[config.mk]
export PLATFORM = sky130hd
export DESIGN_NAME = lif_array
export DESIGN_NICKNAME = d
export VERILOG_FILES = /design/src/rtl/lif_pkg.sv /design/src/rtl/lif_neuron.sv /design/src/rtl/lif_array.sv
export SDC_FILE = /design/constraint.sdc
export NUM_CORES = 1
export LEC_CHECK = 0
export ABC_AREA = 1
export BUFFER_PORTS_ARGS = -buffer_cell sky130_fd_sc_hd__buf_4
export CELL_PAD_IN_SITES_DETAIL_PLACEMENT = 1
export CELL_PAD_IN_SITES_GLOBAL_PLACEMENT = 2
export CORE_ASPECT_RATIO = 1.25
export CORE_MARGIN = 2
export CORE_UTILIZATION = 30
export CTS_BUF_LIST = sky130_fd_sc_hd__clkbuf_4 sky130_fd_sc_hd__clkbuf_8
export DETAILED_ROUTE_END_ITERATION = 12
export PLACE_DENSITY_LB_ADDON = 0.1
export SYNTH_ARGS = -nofsm -noshare
export SYNTH_HDL_FRONTEND = slang
export SYNTH_HIERARCHICAL = 1
export SYNTH_SLANG_ARGS = --single-unit
[constraint.sdc]
create_clock -name clk -period 13.7 [get_ports clk]
set_input_delay 2.055 -clock clk [delete_from_list [all_inputs] [get_ports clk]]
set_output_delay 2.055 -clock clk [all_outputs]
set_load 0.01 [all_outputs]
[src/rtl/lif_pkg.sv]
// Shared types and helpers for the leaky integrate-and-fire neuron array.
// Holds the coupling-mode encodings, the per-neuron FSM states and the saturating clamp.
package lif_pkg;

    typedef enum logic [1:0] {
        MODE_NONE = 2'd0,
        MODE_RING = 2'd1,
        MODE_ALL  = 2'd2,
        MODE_INH  = 2'd3
    } lif_mode_e;

    typedef enum logic {
        ST_INTEGRATE = 1'b0,
        ST_REFRACT   = 1'b1
    } lif_state_e;

    // Saturate a signed intermediate sum into the unsigned range [0, 2^w - 1].
    function automatic logic [31:0] clamp_u(input logic signed [31:0] s, input int unsigned w);
        logic signed [31:0] hi;
        hi = (32'sd1 <<< w) - 32'sd1;
        if (s < 32'sd0) begin
            return '0;
        end
        if (s > hi) begin
            return hi;
        end
        return s;
    endfunction

endpackage

[src/rtl/lif_neuron.sv]
// One leaky integrate-and-fire neuron: membrane potential, refractory FSM and spike register.
// The coupling magnitude arrives precomputed; inhibit_i selects subtraction instead of addition.
module lif_neuron
    import lif_pkg::*;
#(
    parameter int               WIDTH      = 8,
    parameter int               LEAK_SHIFT = 4,
    parameter int               REFR_W     = 4,
    parameter int               SUM_W      = 19,
    parameter logic [WIDTH-1:0] RESET_V    = '0
) (
    input  logic              clk,
    input  logic              rst,
    input  logic              ena_i,
    input  logic [4:0]        base_current_i,
    input  logic [SUM_W-1:0]  c_i,
    input  logic              inhibit_i,
    input  logic [WIDTH-1:0]  threshold_i,
    input  logic [REFR_W-1:0] refract_cycles_i,
    output logic              spike_o,
    output logic [WIDTH-1:0]  v_o
);

    lif_state_e        state_q, state_d;
    logic [WIDTH-1:0]  v_q, v_d;
    logic [REFR_W-1:0] rc_q, rc_d;
    logic              spike_q, spike_d;

    logic [SUM_W-1:0]  sum_u;
    logic [WIDTH-1:0]  s_clamped;
    logic [WIDTH-1:0]  thr_eff;

    // Two's-complement sum wide enough that neither the all-to-all excitation nor the
    // inhibitory subtraction can wrap before the clamp.
    always_comb begin
        sum_u = SUM_W'(v_q) - SUM_W'(v_q >> LEAK_SHIFT) + SUM_W'(base_current_i);
        if (inhibit_i) begin
            sum_u = sum_u - c_i;
        end else begin
            sum_u = sum_u + c_i;
        end
        s_clamped = WIDTH'(clamp_u(32'(signed'(sum_u)), WIDTH));
        thr_eff   = (threshold_i == '0) ? WIDTH'(1) : threshold_i;
    end

    // NOTE: every combinational output gets a default first so no path can infer a latch.
    always_comb begin
        state_d = state_q;
        v_d     = v_q;
        rc_d    = rc_q;
        spike_d = 1'b0;
        if (ena_i) begin
            case (state_q)
                ST_INTEGRATE: begin
                    if (s_clamped >= thr_eff) begin
                        spike_d = 1'b1;
                        v_d     = '0;
                        if (refract_cycles_i != '0) begin
                            state_d = ST_REFRACT;
                            rc_d    = refract_cycles_i;
                        end
                    end else begin
                        v_d = s_clamped;
                    end
                end
                ST_REFRACT: begin
                    v_d  = '0;
                    rc_d = rc_q - REFR_W'(1);
                    if (rc_q == REFR_W'(1)) begin
                        state_d = ST_INTEGRATE;
                    end
                end
                default: state_d = ST_INTEGRATE;
            endcase
        end
    end

    // NOTE: sequential state uses non-blocking assignments so all neurons see the same pre-edge values.
    always_ff @(posedge clk or posedge rst) begin
        if (rst) begin
            state_q <= ST_INTEGRATE;
            v_q     <= RESET_V;
            rc_q    <= '0;
            spike_q <= 1'b0;
        end else begin
            state_q <= state_d;
            v_q     <= v_d;
            rc_q    <= rc_d;
            spike_q <= spike_d;
        end
    end

    assign spike_o = spike_q;
    assign v_o     = v_q;

endmodule

[src/rtl/lif_array.sv]
// Array of coupled LIF neurons with a shared threshold, selectable coupling topology
// and a registered membrane-potential probe.
module lif_array
    import lif_pkg::*;
#(
    parameter int NUM_NEURONS = 4,
    parameter int WIDTH       = 8,
    parameter int LEAK_SHIFT  = 4,
    parameter int PHASE_STEP  = 100,
    parameter int REFR_W      = 4
) (
    input  logic                           clk,
    input  logic                           rst,
    input  logic                           ena,
    input  logic [4:0]                     base_current,
    input  logic [7:0]                     coupling_strength,
    input  logic [1:0]                     mode,
    input  logic [WIDTH-1:0]               threshold,
    input  logic [REFR_W-1:0]              refract_cycles,
    input  logic [$clog2(NUM_NEURONS)-1:0] probe_sel,
    output logic [NUM_NEURONS-1:0]         spikes,
    output logic [WIDTH-1:0]               probe_state
);

    localparam int SEL_W = $clog2(NUM_NEURONS);
    localparam int CNT_W = SEL_W + 1;
    localparam int SUM_W = WIDTH + SEL_W + 9;

    lif_mode_e              mode_e;
    logic                   inhibit;
    logic [NUM_NEURONS-1:0] spike_all;
    logic [WIDTH-1:0]       v_all [NUM_NEURONS];
    logic [WIDTH-1:0]       probe_q, probe_d;

    assign mode_e  = lif_mode_e'(mode);
    assign inhibit = (mode_e == MODE_INH);

    for (genvar i = 0; i < NUM_NEURONS; i++) begin : g_neuron
        localparam int               PRED    = (i + NUM_NEURONS - 1) % NUM_NEURONS;
        localparam logic [WIDTH-1:0] RESET_V = WIDTH'(i * PHASE_STEP);

        logic [CNT_W-1:0] others;
        logic [SUM_W-1:0] c_val;

        // Coupling is driven from the registered spikes, so partners react one update later.
        always_comb begin
            others = '0;
            for (int j = 0; j < NUM_NEURONS; j++) begin
                if (j != i) begin
                    others = others + CNT_W'(spike_all[j]);
                end
            end
            c_val = '0;
            case (mode_e)
                MODE_RING, MODE_INH: c_val = spike_all[PRED] ? SUM_W'(coupling_strength) : '0;
                MODE_ALL:            c_val = SUM_W'(coupling_strength) * SUM_W'(others);
                default:             c_val = '0;
            endcase
        end

        lif_neuron #(
            .WIDTH      (WIDTH),
            .LEAK_SHIFT (LEAK_SHIFT),
            .REFR_W     (REFR_W),
            .SUM_W      (SUM_W),
            .RESET_V    (RESET_V)
        ) u_neuron (
            .clk              (clk),
            .rst              (rst),
            .ena_i            (ena),
            .base_current_i   (base_current),
            .c_i              (c_val),
            .inhibit_i        (inhibit),
            .threshold_i      (threshold),
            .refract_cycles_i (refract_cycles),
            .spike_o          (spike_all[i]),
            .v_o              (v_all[i])
        );
    end

    // Selects beyond the last neuron (non power-of-two arrays) read as zero.
    always_comb begin
        probe_d = '0;
        if (int'(probe_sel) < NUM_NEURONS) begin
            probe_d = v_all[probe_sel];
        end
    end

    always_ff @(posedge clk or posedge rst) begin
        if (rst) begin
            probe_q <= '0;
        end else begin
            probe_q <= probe_d;
        end
    end

    assign spikes      = spike_all;
    assign probe_state = probe_q;

endmodule
==> results of run 1 <==
[how the worst min path moves through the flow]
stage                                      startpoint                     endpoint  cells past startpoint
after global routing      g_neuron[1].u_neuron/v_o[2]  g_neuron[1].u_neuron/v_o[2]                      2
final                     g_neuron[1].u_neuron/v_o[2]  g_neuron[1].u_neuron/v_o[2]                      2
after CTS                 g_neuron[1].u_neuron/v_o[2]  g_neuron[1].u_neuron/v_o[2]                      2
after detailed placement  g_neuron[1].u_neuron/v_o[2]  g_neuron[1].u_neuron/v_o[2]                      2
after floorplan           g_neuron[2].u_neuron/v_o[3]  g_neuron[2].u_neuron/v_o[3]                      2
after global placement    g_neuron[1].u_neuron/v_o[2]  g_neuron[1].u_neuron/v_o[2]                      2
[kinds of logic after synthesis]
family / count (synthesis) / synth area share
buf+inv: 586 / 0.144
fa+ha+maj: 229 / 0.194
flops: 64 / 0.101
compound gates: 286 / 0.105
xor+xnor: 140 / 0.0827
simple gates: 1310 / 0.374
other cells: 1 / 0.000234
[final cells by class]
class | instances | area [µm²] | share of cell area
Multi-Input combinational cell | 2059 | 12400 | 0.709
Inverter | 546 | 2070 | 0.118
Sequential cell | 64 | 1610 | 0.0920
Tap cell | 672 | 841 | 0.0480
Timing Repair Buffer | 46 | 345 | 0.0197
Clock buffer | 9 | 124 | 0.00707
Clock inverter | 7 | 103 | 0.00585
[layout by cell type, fill, tap and decap left out, types with 55 or more instances in the layout]
cell,Yosys,final
dfrtp_1,55,55
inv_1,506,506
nand2_1,713,713
xor2_1,85,85
a21oi_1,102,102
nand3_1,226,226
conb_1,1,94
nor2_1,170,170
o21ai_0,79,79
ha_1,197,197
[metal layers]
metal | vias up | routed length, µm
li1 | 8365 | -
met1 | 7641 | 25200
met2 | 98 | 27000
met3 | 28 | 456
met4 | 0 | 711
met5 | - | 0
[registers in the layout, indices dropped and copies added, names as in the netlist]
register	flops
g_neuron.u_neuron/rc_q	16
g_neuron.u_neuron/spike_o	4
g_neuron.u_neuron/state_q	4
g_neuron.u_neuron/v_o	32
probe_state	8
[metrics by stage]
| step | hold WS (ps) | worst slack (ps) | utilization | instances | area, µm² |
|---|---|---|---|---|---|
| detailed placement | 495 | 4940 | 0.328 | 3387 | 17300 |
| CTS | 509 | 5320 | 0.333 | 3403 | 17500 |
| finish | 506 | 5350 | 0.333 | 3403 | 17500 |
| global route | 524 | 4750 | 0.333 | 3403 | 17500 |
| global placement | 488 | 5050 | 0.328 | 3387 | 17300 |
| floorplan | 456 | 6180 | - | 2709 | 16300 |
[critical path: cells and delay by family]
family	cells	cell delay, ps
AND/OR/NAND/NOR	25	3400
adder cells (fa/ha/maj)	5	1810
AO/OA/AOI/OAI	4	730
buffers and inverters	6	480
XOR/XNOR	1	160
==> results.ini, run 1 <==
[run_status]
status = complete, no violations

[setup_path]
crit_end = g_neuron[3].u_neuron/v_o[6]
r2r_slack_ps = 5620
required_ps = 14000
cp-end-kind = flip-flop
cp_common_cell = nand2_1
r2r_cells = 42
cp_max_fo = 11
setup.worst_path.class = in -> reg
crit-reg2reg-capture = g_neuron[3].u_neuron/v_o[6]
r2r-start = g_neuron[2].u_neuron/spike_o
crit_start = coupling_strength[1]
critical-path-max-stage-delay_ps = 520
cp-start-kind = input port
slowest_stage = nor2_1
arrival_ps = 8660

[grt]
grt.total_usage = 0.197
grt_pass1_wl_um = 88100
grt_use_met2 = 0.378
met1_usage = 0.246
grt_busiest_layer = met2
met3_usage = 0.00789
overflow = 0
grt_antenna_before_repair = 1
grt_start_max_net_pins = 43
first_global_vias = 17049

[synthesis]
avgSynthCellArea_um2 = 6.12
synth_area_mm2 = 0.0160
synth-seq-cells = 64
async_reset_ff_frac = 1.00
ys_seq_area_frac = 0.101
netlist_top_cells_count = nand2_1 (713), inv_1 (506), nand3_1 (226), ha_1 (197), nor2_1 (170)
synth_most_common_cell = nand2_1
netlist.area_leader.share = 0.167
synthFlopType = dfrtp_1
yosys-top-cells-area = nand2_1 (17%), ha_1 (15%), inv_1 (12%)
synthCells = 2616
synth_edf_count = 0
yosysWarnings = 6
synth_top_area_cell = nand2_1
ys_types = 57

[floorplanning]
core_area_mm2 = 0.0527
placement_rows = 94
initial_core_util = 0.304
die-width_um = 211
die_h_um = 262
ios = 44
die-area_mm2 = 0.0552

[clock_tree]
clock-sinks = 64
post_cts_resized = 0
cts_tree = built
cts-buffers-inserted = 9
hold_buffers = 0
clock_latency_ps = 380
cts_setup_buffers = 0
path_clk_slew_ps = 80
cts.path.max_buffers = 2
htreeDepth = 3
clock-root-buffer = clkbuf_8

[sta]
period_needed_ps = 8350
post-route-period-util = 0.610
relSlewSlack = 0.383
setup_violations = 0
worstMarginPinSlew_ps = 917
setup_tns_ps = 0
grt_setup_unrepaired = no
hold_viol_final = 0
slew_violations = 0
fmax_mhz = 120
worst_clock_skew_ps = 15.6

[placed_design]
hpwl_um = 46300
gp_congestion = 0.840
portBuffers = 43

[layout]
n_antenna_cell = 0
drive_above_1_share = 0.0871
fin_nets = 2987
nFillCells = 7019
syn_to_final_growth_pct = 9.56

[detailed_routing]
dr.pass1.iters = 4
dr.first_iter.drc_count = 503
dr_total_vias = 16132
vias_per_cell = 4.74
wl_um = 53300
wl_per_cell_um = 15.7
ant_nets = 0
post-route-drc-count = 0

[min_path]
hp-class = reg -> reg

[flow_run]
cap_violations = 0

Power of run 1 is left out: the tool's default activity adds up to more than one toggle a clock period on the data nets, which glitch-free logic cannot reach.
==> inputs of run 2 (changes only) <==
==> constraint.sdc (replaced) <==
create_clock -name clk -period 7.5 [get_ports clk]
set_input_delay 1.125 -clock clk [delete_from_list [all_inputs] [get_ports clk]]
set_output_delay 1.125 -clock clk [all_outputs]
set_load 0.01 [all_outputs]
==> results.ini, run 2 (synthesized netlist as in run 1, its figures left out) <==
[run_status]
status = complete, no violations

[sta]
relSlewSlack = 0.431  ; +0.0486
worstMarginPinSlew_ps = 844  ; -72.2 ps
timing.final.ws_setup_ps = 484  ; -4860 ps
fmax_mhz = 143
period_needed_ps = 7020
worst_clock_skew_ps = 19.7  ; +4.08 ps
hold_viol_final = 0  ; unchanged
slew_violations = 0  ; unchanged
setup_violations = 0  ; unchanged
post-route-period-util = 0.936

[floorplanning]
initial_core_util = 0.304  ; unchanged
die-width_um = 211  ; unchanged
ios = 44  ; unchanged
core_area_mm2 = 0.0527  ; unchanged
placement_rows = 94  ; unchanged
die-area_mm2 = 0.0552  ; unchanged
die_h_um = 262  ; unchanged

[grt]
first_global_vias = 17304  ; +1.5%
overflow = 0  ; unchanged
grt_start_max_net_pins = 35  ; -19%
grt.total_usage = 0.203  ; +0.00642
grt_antenna_before_repair = 1  ; unchanged
grt_pass1_wl_um = 89500  ; +1.6%

[clock_tree]
htreeDepth = 3  ; unchanged
clock-sinks = 64  ; unchanged
cts.path.max_buffers = 2  ; unchanged
cts_tree = built
path_clk_slew_ps = 90  ; about the same
clock-root-buffer = clkbuf_8
cts-buffers-inserted = 9  ; unchanged
clock_latency_ps = 400  ; +20 ps

[layout]
largest_reg_flops = 32  ; unchanged
syn_to_final_growth_pct = 16.0
layout_commonest_cell = nand2_1
mostFrequentLayoutCells = nand2_1 (703), inv_1 (500), nand3_1 (210)
n_antenna_cell = 0  ; unchanged
fin_nets = 3047  ; +2.0%
drive_above_1_share = 0.142  ; +0.0547
nFillCells = 6993  ; -0.37%

[detailed_routing]
dr.first_iter.drc_count = 494  ; -1.8%
vias_per_cell = 4.75  ; +0.29%
post-route-drc-count = 0  ; unchanged
wl_per_cell_um = 16.0  ; +2.3%
dr.pass1.iters = 4  ; unchanged
wl_um = 55500  ; +4.1%
dr_total_vias = 16464  ; +2.1%
ant_nets = 0  ; unchanged

[placed_design]
portBuffers = 43  ; unchanged
pre_cts_slack_ps = 1.49  ; -4940 ps
hpwl_um = 47500  ; +2.6%
gp_congestion = 0.888  ; +5.7%

[setup_path]
cpLargestDelayFamily = simple AND/OR/NAND/NOR gates
crit-reg2reg-capture = g_neuron[3].u_neuron/v_o[4]
setup.worst_path.class = reg -> reg
cp_max_fo = 8  ; -3
critPathBufInv = 10  ; +4
cp_common_cell = nand2_1
r2r-start = g_neuron[1].u_neuron/spike_o
arrival_ps = 7340  ; -1320 ps
slowest_stage = fa_1
cp-end-kind = flip-flop
required_ps = 7820  ; -6180 ps
r2r_cells = 45  ; +7.1%
cp-start-kind = flip-flop
r2r_slack_ps = 480  ; -5140 ps
critical-path-max-stage-delay_ps = 600  ; +80 ps

[min_path]
hold_end = g_neuron[2].u_neuron/v_o[3]
hold_start = g_neuron[2].u_neuron/v_o[3]
min_delay_path_depth = 2  ; unchanged
hp-class = reg -> reg

[flow_run]
cap_violations = 0  ; unchanged

==> run 2: through the flow <==
| step | instances | setup TNS, ps | hold WS, ps | cell area, µm² | util |
|---|---|---|---|---|---|
| after floorplan | 2709 | 0 | 456 | 16300 | - |
| after global placement | 3418 | 0 | 489 | 17500 | 0.333 |
| after detailed placement | 3418 | 0 | 488 | 17500 | 0.333 |
| after CTS | 3434 | 0 | 501 | 17700 | 0.337 |
| after global routing | 3463 | -1460 | 521 | 18600 | 0.352 |
| final | 3463 | 0 | 495 | 18600 | 0.352 |
==> run 2: area by class of cell <==
class,count,area [µm²],area share
Multi-Input combinational cell,2059,13000,0.698
Clock inverter,6,67.6,0.00364
Timing Repair Buffer,106,861,0.0464
Sequential cell,64,1620,0.0873
Inverter,546,2070,0.112
Tap cell,672,841,0.0453
Clock buffer,10,138,0.00742
==> run 2: metal layers <==
metal	track usage	wire length [µm]	vias to the layer above
li1	-	-	8501
met1	0.241	24200	7794
met2	0.393	28900	112
met3	0.0152	856	55
met4	0.0507	1490	2
met5	0	13	-
==> run 2: worst max path at each step <==
stage / startpoint / cells after the start / to
after floorplan: coupling_strength[1] / 41 / g_neuron[3].u_neuron/v_o[4]
after global placement: g_neuron[0].u_neuron/spike_o / 44 / g_neuron[1].u_neuron/v_o[2]
after detailed placement: g_neuron[0].u_neuron/spike_o / 44 / g_neuron[1].u_neuron/v_o[1]
after CTS: g_neuron[0].u_neuron/spike_o / 37 / g_neuron[1].u_neuron/v_o[1]
after global routing: g_neuron[1].u_neuron/spike_o / 46 / g_neuron[3].u_neuron/v_o[3]
final: g_neuron[1].u_neuron/spike_o / 45 / g_neuron[3].u_neuron/v_o[4]
==> run 2: timing repair <==
item                                    4_1_cts  5_1_grt
setup buffers                                 0       29
hold buffers                                  0        0
pin swaps                                     0       47
endpoints found under the setup margin        4       55
gates resized for setup                       1      120
==> run 2: worst min-delay path: cells and delay by family, from the launching register on <==
kind	cells	cell delay [ps]
DFF	1	390
and+or+nand+nor	2	110
Power of run 2 is left out for the same reason.
